`config.mk`:
```
export PLATFORM = sky130hd
export DESIGN_NAME = mem_access_unit_flat
export DESIGN_NICKNAME = d
export VERILOG_FILES = /design/src/rtl/mem_access_unit_if.sv /design/src/rtl/mem_access_unit.sv /design/src/flat_wrapper.sv
export SDC_FILE = /design/constraint.sdc
export NUM_CORES = 1
export LEC_CHECK = 0
export ABC_CLOCK_PERIOD_IN_PS = 4400
export CAP_MARGIN = 20
export CELL_PAD_IN_SITES_DETAIL_PLACEMENT = 1
export CELL_PAD_IN_SITES_GLOBAL_PLACEMENT = 1
export CORE_AREA = 2 2 149 151
export CTS_BUF_LIST = sky130_fd_sc_hd__clkbuf_2
export DETAILED_ROUTE_END_ITERATION = 6
export DIE_AREA = 0 0 151 153
export PLACE_DENSITY_LB_ADDON = 0.2
export RECOVER_POWER = 50
export SLEW_MARGIN = 5
export SYNTH_ARGS = -nofsm -noshare
export SYNTH_HDL_FRONTEND = slang
export SYNTH_SLANG_ARGS = --single-unit
```
`constraint.sdc`:
```
create_clock -name clk -period 4.4 [get_ports clk]
set_input_delay 0.44 -clock clk [delete_from_list [all_inputs] [get_ports clk]]
set_output_delay 0.44 -clock clk [all_outputs]
set_load 0.02 [all_outputs]
```
`src/rtl/mem_access_unit_if.sv`:
```
// Request/response and data-memory bus of the load/store unit.
// master = core plus memory side (testbench/datapath), slave = mem_access_unit.
interface mem_access_unit_if #(
  parameter int unsigned ADDR_WIDTH = 32
);
  logic                  req;
  logic                  we;
  logic [2:0]            funct3;
  logic [ADDR_WIDTH-1:0] addr;
  logic [31:0]           wdata;
  logic [31:0]           rdata;
  logic                  ready;
  logic                  err;
  logic                  busy;
  logic [ADDR_WIDTH-1:0] mem_addr;
  logic                  mem_re;
  logic                  mem_we;
  logic [31:0]           mem_wdata;
  logic [31:0]           mem_rdata;

  modport master (
    output req, we, funct3, addr, wdata, mem_rdata,
    input  rdata, ready, err, busy, mem_addr, mem_re, mem_we, mem_wdata
  );

  modport slave (
    input  req, we, funct3, addr, wdata, mem_rdata,
    output rdata, ready, err, busy, mem_addr, mem_re, mem_we, mem_wdata
  );
endinterface

```
`src/rtl/mem_access_unit.sv`:
```
// RISC-V load/store unit: byte/half/word loads with extension, read-modify-write
// sub-word stores, and misaligned/illegal access flagging toward a word memory.
module mem_access_unit #(
  parameter int unsigned ADDR_WIDTH   = 32,
  parameter int unsigned READ_LATENCY = 1
) (
  input  logic            clk,
  input  logic            reset,
  mem_access_unit_if.slave bus
);

  localparam int unsigned CNT_W = 3;

  typedef enum logic [1:0] {IDLE, RD, WR, DONE} state_t;

  state_t                state;
  logic [CNT_W-1:0]      cnt;
  logic                  store_q;
  logic [2:0]            f3_q;
  logic [1:0]            lane_q;
  logic [15:0]           wdata_q;
  logic                  err_pend;

  logic [31:0]           rdata_q;
  logic                  ready_q;
  logic                  err_q;
  logic                  busy_q;
  logic [ADDR_WIDTH-1:0] mem_addr_q;
  logic                  mem_re_q;
  logic                  mem_we_q;
  logic [31:0]           mem_wdata_q;

  logic                  req_illegal;
  logic                  req_misaligned;
  logic [7:0]            rd_byte;
  logic [15:0]           rd_half;
  logic [31:0]           load_val;
  logic [31:0]           merged;

  // Classification of the request currently offered on the bus.
  always_comb begin
    req_illegal    = (bus.funct3 == 3'b011) || (bus.funct3 == 3'b110) ||
                     (bus.funct3 == 3'b111) || (bus.we && bus.funct3[2]);
    req_misaligned = ((bus.funct3[1:0] == 2'b01) && bus.addr[0]) ||
                     ((bus.funct3[1:0] == 2'b10) && (bus.addr[1:0] != 2'b00));
  end

  // Lane extraction for loads and lane merge for sub-word stores.
  always_comb begin
    rd_byte = 8'(bus.mem_rdata >> {lane_q, 3'b000});
    rd_half = 16'(bus.mem_rdata >> {lane_q[1], 4'b0000});
    case (f3_q)
      3'b000:  load_val = {{24{rd_byte[7]}}, rd_byte};
      3'b100:  load_val = {24'h000000, rd_byte};
      3'b001:  load_val = {{16{rd_half[15]}}, rd_half};
      3'b101:  load_val = {16'h0000, rd_half};
      default: load_val = bus.mem_rdata;
    endcase
    if (f3_q[0]) begin
      merged = (bus.mem_rdata & ~(32'h0000FFFF << {lane_q[1], 4'b0000})) |
               (32'(wdata_q) << {lane_q[1], 4'b0000});
    end else begin
      merged = (bus.mem_rdata & ~(32'h000000FF << {lane_q, 3'b000})) |
               (32'(wdata_q[7:0]) << {lane_q, 3'b000});
    end
  end

  // Errored requests spend the write slot with the strobe suppressed so that
  // they complete with the same latency as a full-word store.
  always_ff @(posedge clk or negedge reset) begin
    if (!reset) begin
      state       <= IDLE;
      cnt         <= '0;
      store_q     <= 1'b0;
      f3_q        <= 3'b000;
      lane_q      <= 2'b00;
      wdata_q     <= 16'h0000;
      err_pend    <= 1'b0;
      rdata_q     <= 32'h0;
      ready_q     <= 1'b0;
      err_q       <= 1'b0;
      busy_q      <= 1'b0;
      mem_addr_q  <= '0;
      mem_re_q    <= 1'b0;
      mem_we_q    <= 1'b0;
      mem_wdata_q <= 32'h0;
    end else begin
      ready_q <= 1'b0;
      err_q   <= 1'b0;
      case (state)
        IDLE: begin
          if (bus.req) begin
            store_q    <= bus.we;
            f3_q       <= bus.funct3;
            lane_q     <= bus.addr[1:0];
            wdata_q    <= bus.wdata[15:0];
            mem_addr_q <= {bus.addr[ADDR_WIDTH-1:2], 2'b00};
            cnt        <= '0;
            busy_q     <= 1'b1;
            if (req_illegal || req_misaligned) begin
              err_pend <= 1'b1;
              state    <= WR;
            end else if (bus.we && (bus.funct3 == 3'b010)) begin
              mem_we_q    <= 1'b1;
              mem_wdata_q <= bus.wdata;
              state       <= WR;
            end else begin
              mem_re_q <= 1'b1;
              state    <= RD;
            end
          end
        end
        RD: begin
          if (cnt == CNT_W'(READ_LATENCY)) begin
            mem_re_q <= 1'b0;
            if (store_q) begin
              mem_wdata_q <= merged;
              mem_we_q    <= 1'b1;
              state       <= WR;
            end else begin
              rdata_q <= load_val;
              ready_q <= 1'b1;
              state   <= DONE;
            end
          end else begin
            cnt <= cnt + 1'b1;
          end
        end
        WR: begin
          mem_we_q <= 1'b0;
          ready_q  <= 1'b1;
          if (err_pend) begin
            err_q    <= 1'b1;
            rdata_q  <= 32'h0;
            err_pend <= 1'b0;
          end
          state <= DONE;
        end
        DONE: begin
          busy_q <= 1'b0;
          state  <= IDLE;
        end
        default: state <= IDLE;
      endcase
    end
  end

  assign bus.rdata     = rdata_q;
  assign bus.ready     = ready_q;
  assign bus.err       = err_q;
  assign bus.busy      = busy_q;
  assign bus.mem_addr  = mem_addr_q;
  assign bus.mem_re    = mem_re_q;
  assign bus.mem_we    = mem_we_q;
  assign bus.mem_wdata = mem_wdata_q;

endmodule

```
`src/flat_wrapper.sv`:
```
// flat-port wrapper written by rule: the top's interface ports become plain ports
module mem_access_unit_flat 
#(
  parameter int unsigned ADDR_WIDTH   = 32,
  parameter int unsigned READ_LATENCY = 1
)
  (clk, reset, bus_req, bus_we, bus_funct3, bus_addr, bus_wdata, bus_mem_rdata, bus_rdata, bus_ready, bus_err, bus_busy, bus_mem_addr, bus_mem_re, bus_mem_we, bus_mem_wdata);
  mem_access_unit_if #(.ADDR_WIDTH(ADDR_WIDTH)) bus_i ();
  input  logic clk;
  input  logic reset;
  input wire logic [$bits(bus_i.req)-1:0] bus_req;
  input wire logic [$bits(bus_i.we)-1:0] bus_we;
  input wire logic [$bits(bus_i.funct3)-1:0] bus_funct3;
  input wire logic [$bits(bus_i.addr)-1:0] bus_addr;
  input wire logic [$bits(bus_i.wdata)-1:0] bus_wdata;
  input wire logic [$bits(bus_i.mem_rdata)-1:0] bus_mem_rdata;
  output wire logic [$bits(bus_i.rdata)-1:0] bus_rdata;
  output wire logic [$bits(bus_i.ready)-1:0] bus_ready;
  output wire logic [$bits(bus_i.err)-1:0] bus_err;
  output wire logic [$bits(bus_i.busy)-1:0] bus_busy;
  output wire logic [$bits(bus_i.mem_addr)-1:0] bus_mem_addr;
  output wire logic [$bits(bus_i.mem_re)-1:0] bus_mem_re;
  output wire logic [$bits(bus_i.mem_we)-1:0] bus_mem_we;
  output wire logic [$bits(bus_i.mem_wdata)-1:0] bus_mem_wdata;
  assign bus_i.req = bus_req;
  assign bus_i.we = bus_we;
  assign bus_i.funct3 = bus_funct3;
  assign bus_i.addr = bus_addr;
  assign bus_i.wdata = bus_wdata;
  assign bus_i.mem_rdata = bus_mem_rdata;
  assign bus_rdata = bus_i.rdata;
  assign bus_ready = bus_i.ready;
  assign bus_err = bus_i.err;
  assign bus_busy = bus_i.busy;
  assign bus_mem_addr = bus_i.mem_addr;
  assign bus_mem_re = bus_i.mem_re;
  assign bus_mem_we = bus_i.mem_we;
  assign bus_mem_wdata = bus_i.mem_wdata;
  mem_access_unit #(.ADDR_WIDTH(ADDR_WIDTH), .READ_LATENCY(READ_LATENCY)) u_core (.clk(clk), .reset(reset), .bus(bus_i));
endmodule
```
==> results of run 1 <==
-- area by class of cell --
class / count / area (µm²)
fill: 2345 / 12350
multi-input combinational: 418 / 3268
sequential: 127 / 3179
timing repair buffer: 211 / 2087
tap: 280 / 350.3
clock inverter: 13 / 125.1
clock buffer: 17 / 85.08
inverter: 9 / 33.78
antenna: 1 / 2.502
-- stage by stage --
| step | total power [mW] | util, % | area (µm²) | hold slack, ns | setup slack, ns |
|---|---|---|---|---|---|
| floorplan | 4.797 | - | 6780 | 0.1444 | 2.236 |
| global placement | 6.116 | 41.50 | 8916 | 0.4767 | 1.677 |
| detailed placement | 6.241 | 41.50 | 8916 | 0.4794 | 1.601 |
| CTS | 6.973 | 42.52 | 9136 | 0.2451 | 1.667 |
| global route | 7.355 | 42.50 | 9131 | 0.2430 | 0.9251 |
| finish | 6.888 | 42.50 | 9131 | 0.3388 | 1.391 |
-- registers in the layout (all words and copies together), names as in the netlist --
signal and flops:
u_core.lane_q 2, u_core.store_q 1, u_core.f3_q 3, u_core.bus.mem_addr 30, u_core.bus.rdata 32, u_core.bus.ready 1
u_core.cnt 3, u_core.bus.mem_we 1, u_core.bus.err 1, u_core.bus.mem_wdata 32, u_core.wdata_q 16, u_core.bus.busy 1
u_core.bus.mem_re 1, u_core.state 2, u_core.err_pend 1
-- logic make-up after synthesis --
kind of cell    synth area share (%)
compound gates                 14.22
simple gates                   10.03
mux                            22.91
flops                          46.90
buf+inv                        4.782
fa+ha+maj                      1.108
other cells                  0.05534
-- placed cells by master, fill, tap and decap left out, types with 13 or more instances in the layout --
cell and n:
mux2i_1 37, mux2_2 63, a22oi_1 18, o221ai_1 18, clkdlybuf4s50_1 186, mux2_4 30, o21ai_0 48, dlygate4sd3_1 15
clkbuf_2 20, nand2_1 54, a31oi_1 16, dfrtp_1 126, a21oi_1 13, nor2_1 25, nand3_1 17
-- per-layer routing --
layer  vias to the layer above  wire (µm)
met1                      2870      10240
met2                       202      10900
met3                        18       2175
met4                         0        276
met5                         -          0
li1                       2569          -
-- final timing paths --
check	slack [ns]	endpoint	start
min in group asynchronous	0.89	u_core.wdata_q[1]	reset
worst max register to register	1.48	u_core.bus.mem_wdata[26]	u_core.state[0]
worst max-delay path	1.39	u_core.bus.rdata[13]	reset
worst min-delay path	0.34	u_core.bus.mem_addr[19]	bus_addr[19]
worst min register to register	0.51	u_core.bus.rdata[8]	u_core.bus.rdata[8]
max in group clk	1.48	u_core.bus.mem_wdata[26]	u_core.state[0]
-- where the power goes --
part           switching [mW]  internal [mW]  leakage (nW)
combinational            1.96           1.99          2.34
sequential              0.523           1.71          1.57
clock                   0.461          0.244         0.120
-- what timing repair did --
item	4_1_cts	5_1_grt
hold endpoints to repair	82	0
gates resized for setup	0	0
hold buffers	1	0
==> key figures, run 1 <==
Place
  – GP Congestion: just over 0.8
  – HPWL Detailed: 16.89 mm
  – Placed insts: between 1k and 1.5k
  – PortBufs: around 200

Timing
  – Min cycle time layout: between 3 and 4 ns
  – Max_slew headroom: -45.41%
  – Tightest Pin Transition: between 2 and 2.5 ns
  – Period utilisation layout: around two thirds
  – Unrepaired setup endpoints after global routing: false
  – Fmax: approximately 0.33 GHz
  – Final setup viols: 0
  – Post-Route Skew: 0.04067 ns
  – Slew Limit Fails: 84
  – Final setup TNS: 0 ns
  – Endpoints failing hold: 0

Setup path
  – Setup CP Type: in -> async
  – CP max FO: 83
  – Critical path arrival: between 3 and 4 ns
  – Crit path max-delay family: buffers and inverters
  – CP bufs+invs: 3
  – Worst R2R Path Depth: 6
  – Critical path depth in cells: 3
  – Slowest CP cell: clkbuf_2
  – Delay of the slowest critical-path stage: 1.52 ns
  – CP Cell Sequence: dlygate4sd3_1 > clkbuf_2 > clkbuf_2
  – Most frequent CP cell: clkbuf_2
  – CP startpoint kind: input port
  – Crit end category: asynchronous set/reset pin
  – Worst Path Required: between 5 and 6 ns

Clock network
  – TritonCTS buffer count: 17
  – Worst-path clk slew: roughly 0.21 ns
  – CTS tree: done
  – Clk buf depth: 2
  – Clock root cell: clkbuf_2
  – Clock Latency Late Sink: about 0.70 ns
  – Clock sinks: around 130
  – Post-CTS Setup Bufs: 0
  – Htree depth: 4

Finish
  – Finished Layout Cells: roughly 1.1k
  – Layout cells sized above 1: 17.61%
  – Number of nets in the layout: approximately 900
  – Synth-to-Final Area Change: 34.75%

Global route
  – GR Layer Usage met3: about 6.8%
  – Vias in the first global route: 5954
  – Total GRT Usage: 20.70%
  – Top Usage Layer GRT: met2
  – Global route total overflow: 0
  – Largest net degree at the start of global routing: 84
  – First-pass GRT wire length: between 30 and 40 mm
  – Initial antenna violation count: 1
  – Met2 Use GR: between 30% and 40%
  – Met1 usage: 28.37%

Run
  – Max-Cap Viols: 1

Synth
  – Top cell type by total area after synthesis: dfrtp_1
  – Post-synthesis sequential area ratio: 46.90%
  – Synth top area share: roughly 47%
  – Post-Synthesis Cells: 600
  – Synth Warn #: 0
  – Asr flop ratio synth: 100.0%
  – Mapped cell area: 0.006776 mm²
  – Post-synth EDFFs: 0
  – Post-synth top flop: dfrtp_1
  – Synth top area cells: dfrtp_1 (47%), mux2_2 (10%), mux2_4 (6.6%), mux2i_1 (5.5%), o21ai_0 (3.5%)
  – Yosys cell types: 60
  – Commonest cells in the netlist: dfrtp_1 (127), mux2_2 (63), nand2_1 (55), o21ai_0 (48), mux2i_1 (37)
  – Avg Synthesized Cell Area: between 10 and 15 µm²
  – Count leader, synth: dfrtp_1
  – FF+latch count, synth: ~130

Route
  – DRT Wirelength: approximately 24 mm
  – Drt first pass iters: 5
  – Initial DRC count: approximately 250
  – Via count: 5659
  – Drt wl/cell: 21.93 µm
  – Vias/cell: approximately 5.3
  – Final antenna-violating net count: 0
  – Post-route DRC: 0

Min path
  – Hold path depth: 2
  – Hold Crit Class: in -> reg

Floorplanning
  – Starting Density: 31.54%
  – I/O pins: 204
  – Die outline width: 151 µm
  – Die area: approximately 0.023 mm²
  – Core Area: 0.02149 mm²
  – Die height: 153 µm
  – Row count: 54

Run status
  – Status: finished with violations
  – Violated checks: capacitance limit, slew limit

Power
  – Pleak: slightly above 4 nW
  – Cell Pwr Density: around 750 mW/mm²
  – Worst VDD drop: 0.3023 mV
Note: power is estimated with default switching activity, not from simulation.
==> run 2, diff against run 1 <==
Settings changed: ABC_CLOCK_PERIOD_IN_PS 4400 to 2800.
Clock period 4.4 ns to 2.8 ns, I/O delays scaled along.
==> run 2 against run 1 <==
The run now ends clean. Critical path depth is 4 higher. Non-clock buffer count rose by 17. Sequential cell count stayed put. Sequential power rose by 54%. Clock skew down 0.012 ns.
==> key figures, run 2 (synthesis results as in run 1) <==
Timing
  – Fmax: between 0.3 and 0.4 GHz
  – Endpoints failing hold: 0
  – Min cycle time layout: between 2 and 3 ns
  – Tightest Pin Transition: a little under 1 ns
  – Unrepaired setup endpoints after global routing: false
  – Hold WS: approximately 0.17 ns
  – Worst setup margin: 0.2605 ns
  – Post-Route Skew: roughly 0.029 ns
  – Slew Limit Fails: 0
  – Period utilisation layout: about 91%
  – Max_slew headroom: a little over a third
  – Final setup viols: 0
  – Final setup TNS: 0 ns

Power
  – Seq pwr share: 31.8%
  – Total power: about 11 mW
  – Sw Ratio: 42.80%
  – Total net switching power: about 4.6 mW
  – Clock power share: under 10%
  – Internal Power: 6.183 mW
  – Logic pwr share: between 50% and 60%
  – Cell Pwr Density: 1169 mW/mm²
  – Pleak: ~4 nW
  – Worst VDD drop: 0.3981 mV

Setup path
  – Critical path arrival: between 3 and 4 ns
  – CP Cell Sequence: inv_1 > ha_1 > nand4bb_1 > nor2_1 > buf_4 > o21ai_0 > o21ai_0
  – Worst R2R Path Depth: 7
  – Worst Path Required: around 3.4 ns
  – CP bufs+invs: 2
  – Delay of the slowest critical-path stage: approximately 0.60 ns
  – Slowest CP cell: nor2_1
  – Setup CP Type: reg -> reg
  – Crit end category: register
  – Reg-to-Reg End: u_core.bus.rdata[10]
  – CP startpoint kind: register
  – Most frequent CP cell: o21ai_0
  – Critical R2R Launch: u_core.state[1]
  – Crit path max-delay family: simple AND/OR/NAND/NOR gates
  – Worst reg2reg setup slack: 0.26 ns
  – CP max FO: 10

Finish
  – Design area: approximately 0.0092 mm²
  – Synth-to-Final Area Change: 36.43%
  – Number of nets in the layout: ~900
  – Final core utilization: a little over two fifths
  – Layout cells sized above 1: approximately a fifth
  – Most common cell after layout, fill and taps aside: clkdlybuf4s50_1
  – Finished Layout Cells: about 1.1k
  – Most frequent cells in the layout: clkdlybuf4s50_1 (177), dfrtp_1 (126), mux2_2 (63)

Global route
  – Largest net degree at the start of global routing: 88
  – Total GRT Usage: 21.31%
  – Global route total overflow: 0
  – Initial antenna violation count: 1
  – Vias in the first global route: 6199
  – First-pass GRT wire length: about 37 mm

Floorplanning
  – Core Area: roughly 0.021 mm²
  – Starting Density: between 30% and 40%
  – Row count: between 50 and 60
  – Die height: around 150 µm
  – Die area: 0.02310 mm²
  – Die outline width: between 150 and 200 µm
  – I/O pins: between 200 and 250

Route
  – Drt first pass iters: 5
  – Initial DRC count: 270
  – Via count: 5737
  – Vias/cell: 5.244
  – DRT Wirelength: roughly 24 mm
  – Drt wl/cell: between 20 and 25 µm
  – Post-route DRC: 0
  – Final antenna-violating net count: 0

Clock network
  – Post-CTS Setup Bufs: 0
  – Worst-path clk slew: 0.19 ns
  – Clock Latency Late Sink: about 0.7 ns
  – Clk buf depth: 2
  – Post-cts resize count: 0
  – Cts hold-fix bufs: 3
  – Clock sinks: approximately 130
  – Htree depth: 4
  – Clock root cell: clkbuf_2
  – TritonCTS buffer count: 17
  – CTS tree: done

Place
  – GP Congestion: between 0.8 and 0.9
  – Placed insts: approximately 1.1k
  – HPWL Detailed: ~18 mm
  – Placed Area: between 0.009 and 0.01 mm²
  – PortBufs: 201
  – Setup WS pre-CTS: approximately 0.22 ns

Min path
  – Hold Crit Class: in -> reg
  – WHS Endpoint: u_core.bus.mem_addr[13]
  – Hold path depth: 2
  – Worst Hold Launch: bus_addr[13]

Run
  – Max-Cap Viols: 0

Run status
  – Status: complete, no violations
## run 2: cell count changes in the layout (fill, tap and decap cells not counted), moves of 2 or more
| cell | before | now |
|---|---|---|
| clkbuf_1 | 0 | 2 |
| clkinv_2 | 3 | 5 |
| clkinvlp_4 | 4 | 1 |
| clkbuf_2 | 20 | 25 |
| dlygate4sd3_1 | 15 | 25 |
| clkdlybuf4s50_1 | 186 | 177 |
| buf_4 | 6 | 20 |
## run 2: how the worst max path moves through the flow
stage / from / cells past startpoint / slack (ns) / end
after global placement: bus_funct3[2] / 5 / 0.20 / u_core.bus.mem_wdata[8]
after detailed placement: bus_funct3[2] / 5 / 0.22 / u_core.bus.mem_wdata[3]
after CTS: u_core.state[0] / 6 / 0.28 / u_core.bus.mem_wdata[3]
after floorplan: u_core.state[0] / 9 / 0.64 / u_core.bus.mem_wdata[0]
after global routing: u_core.state[0] / 6 / 0.11 / u_core.bus.mem_wdata[26]
final: u_core.state[1] / 7 / 0.26 / u_core.bus.rdata[10]
## run 2: metal layers
| metal | routed length (µm) | part of all wire [%] | up-vias | GRT usage (%) |
|---|---|---|---|---|
| met5 | 0 | 0 | - | 0 |
| met4 | 486 | 2.0 | 0 | 6.676 |
| met3 | 1886 | 7.9 | 31 | 6.358 |
| met2 | 10630 | 45 | 239 | 32.03 |
| met1 | 10860 | 45 | 2862 | 29.47 |
| li1 | - | - | 2605 | - |
## run 2: cell type report
| type | instances | area (µm²) |
|---|---|---|
| timing repair buffer | 228 | 2215 |
| antenna | 1 | 2.502 |
| sequential | 127 | 3179 |
| tap | 280 | 350.3 |
| multi-input combinational | 418 | 3284 |
| clock buffer | 22 | 110.1 |
| inverter | 9 | 33.78 |
| fill | 2360 | 12240 |
| clock inverter | 9 | 70.07 |
## run 2: power groups by stage
stage                     sequential [mW]  clock (mW)  combinational [mW]
final                                3.44        1.01                6.36
after CTS                            3.46        1.06                6.48
after floorplan                      3.99           0                3.55
after global placement               3.43           0                6.28
after detailed placement             3.48           0                6.45
after global routing                 3.57        1.13                6.85
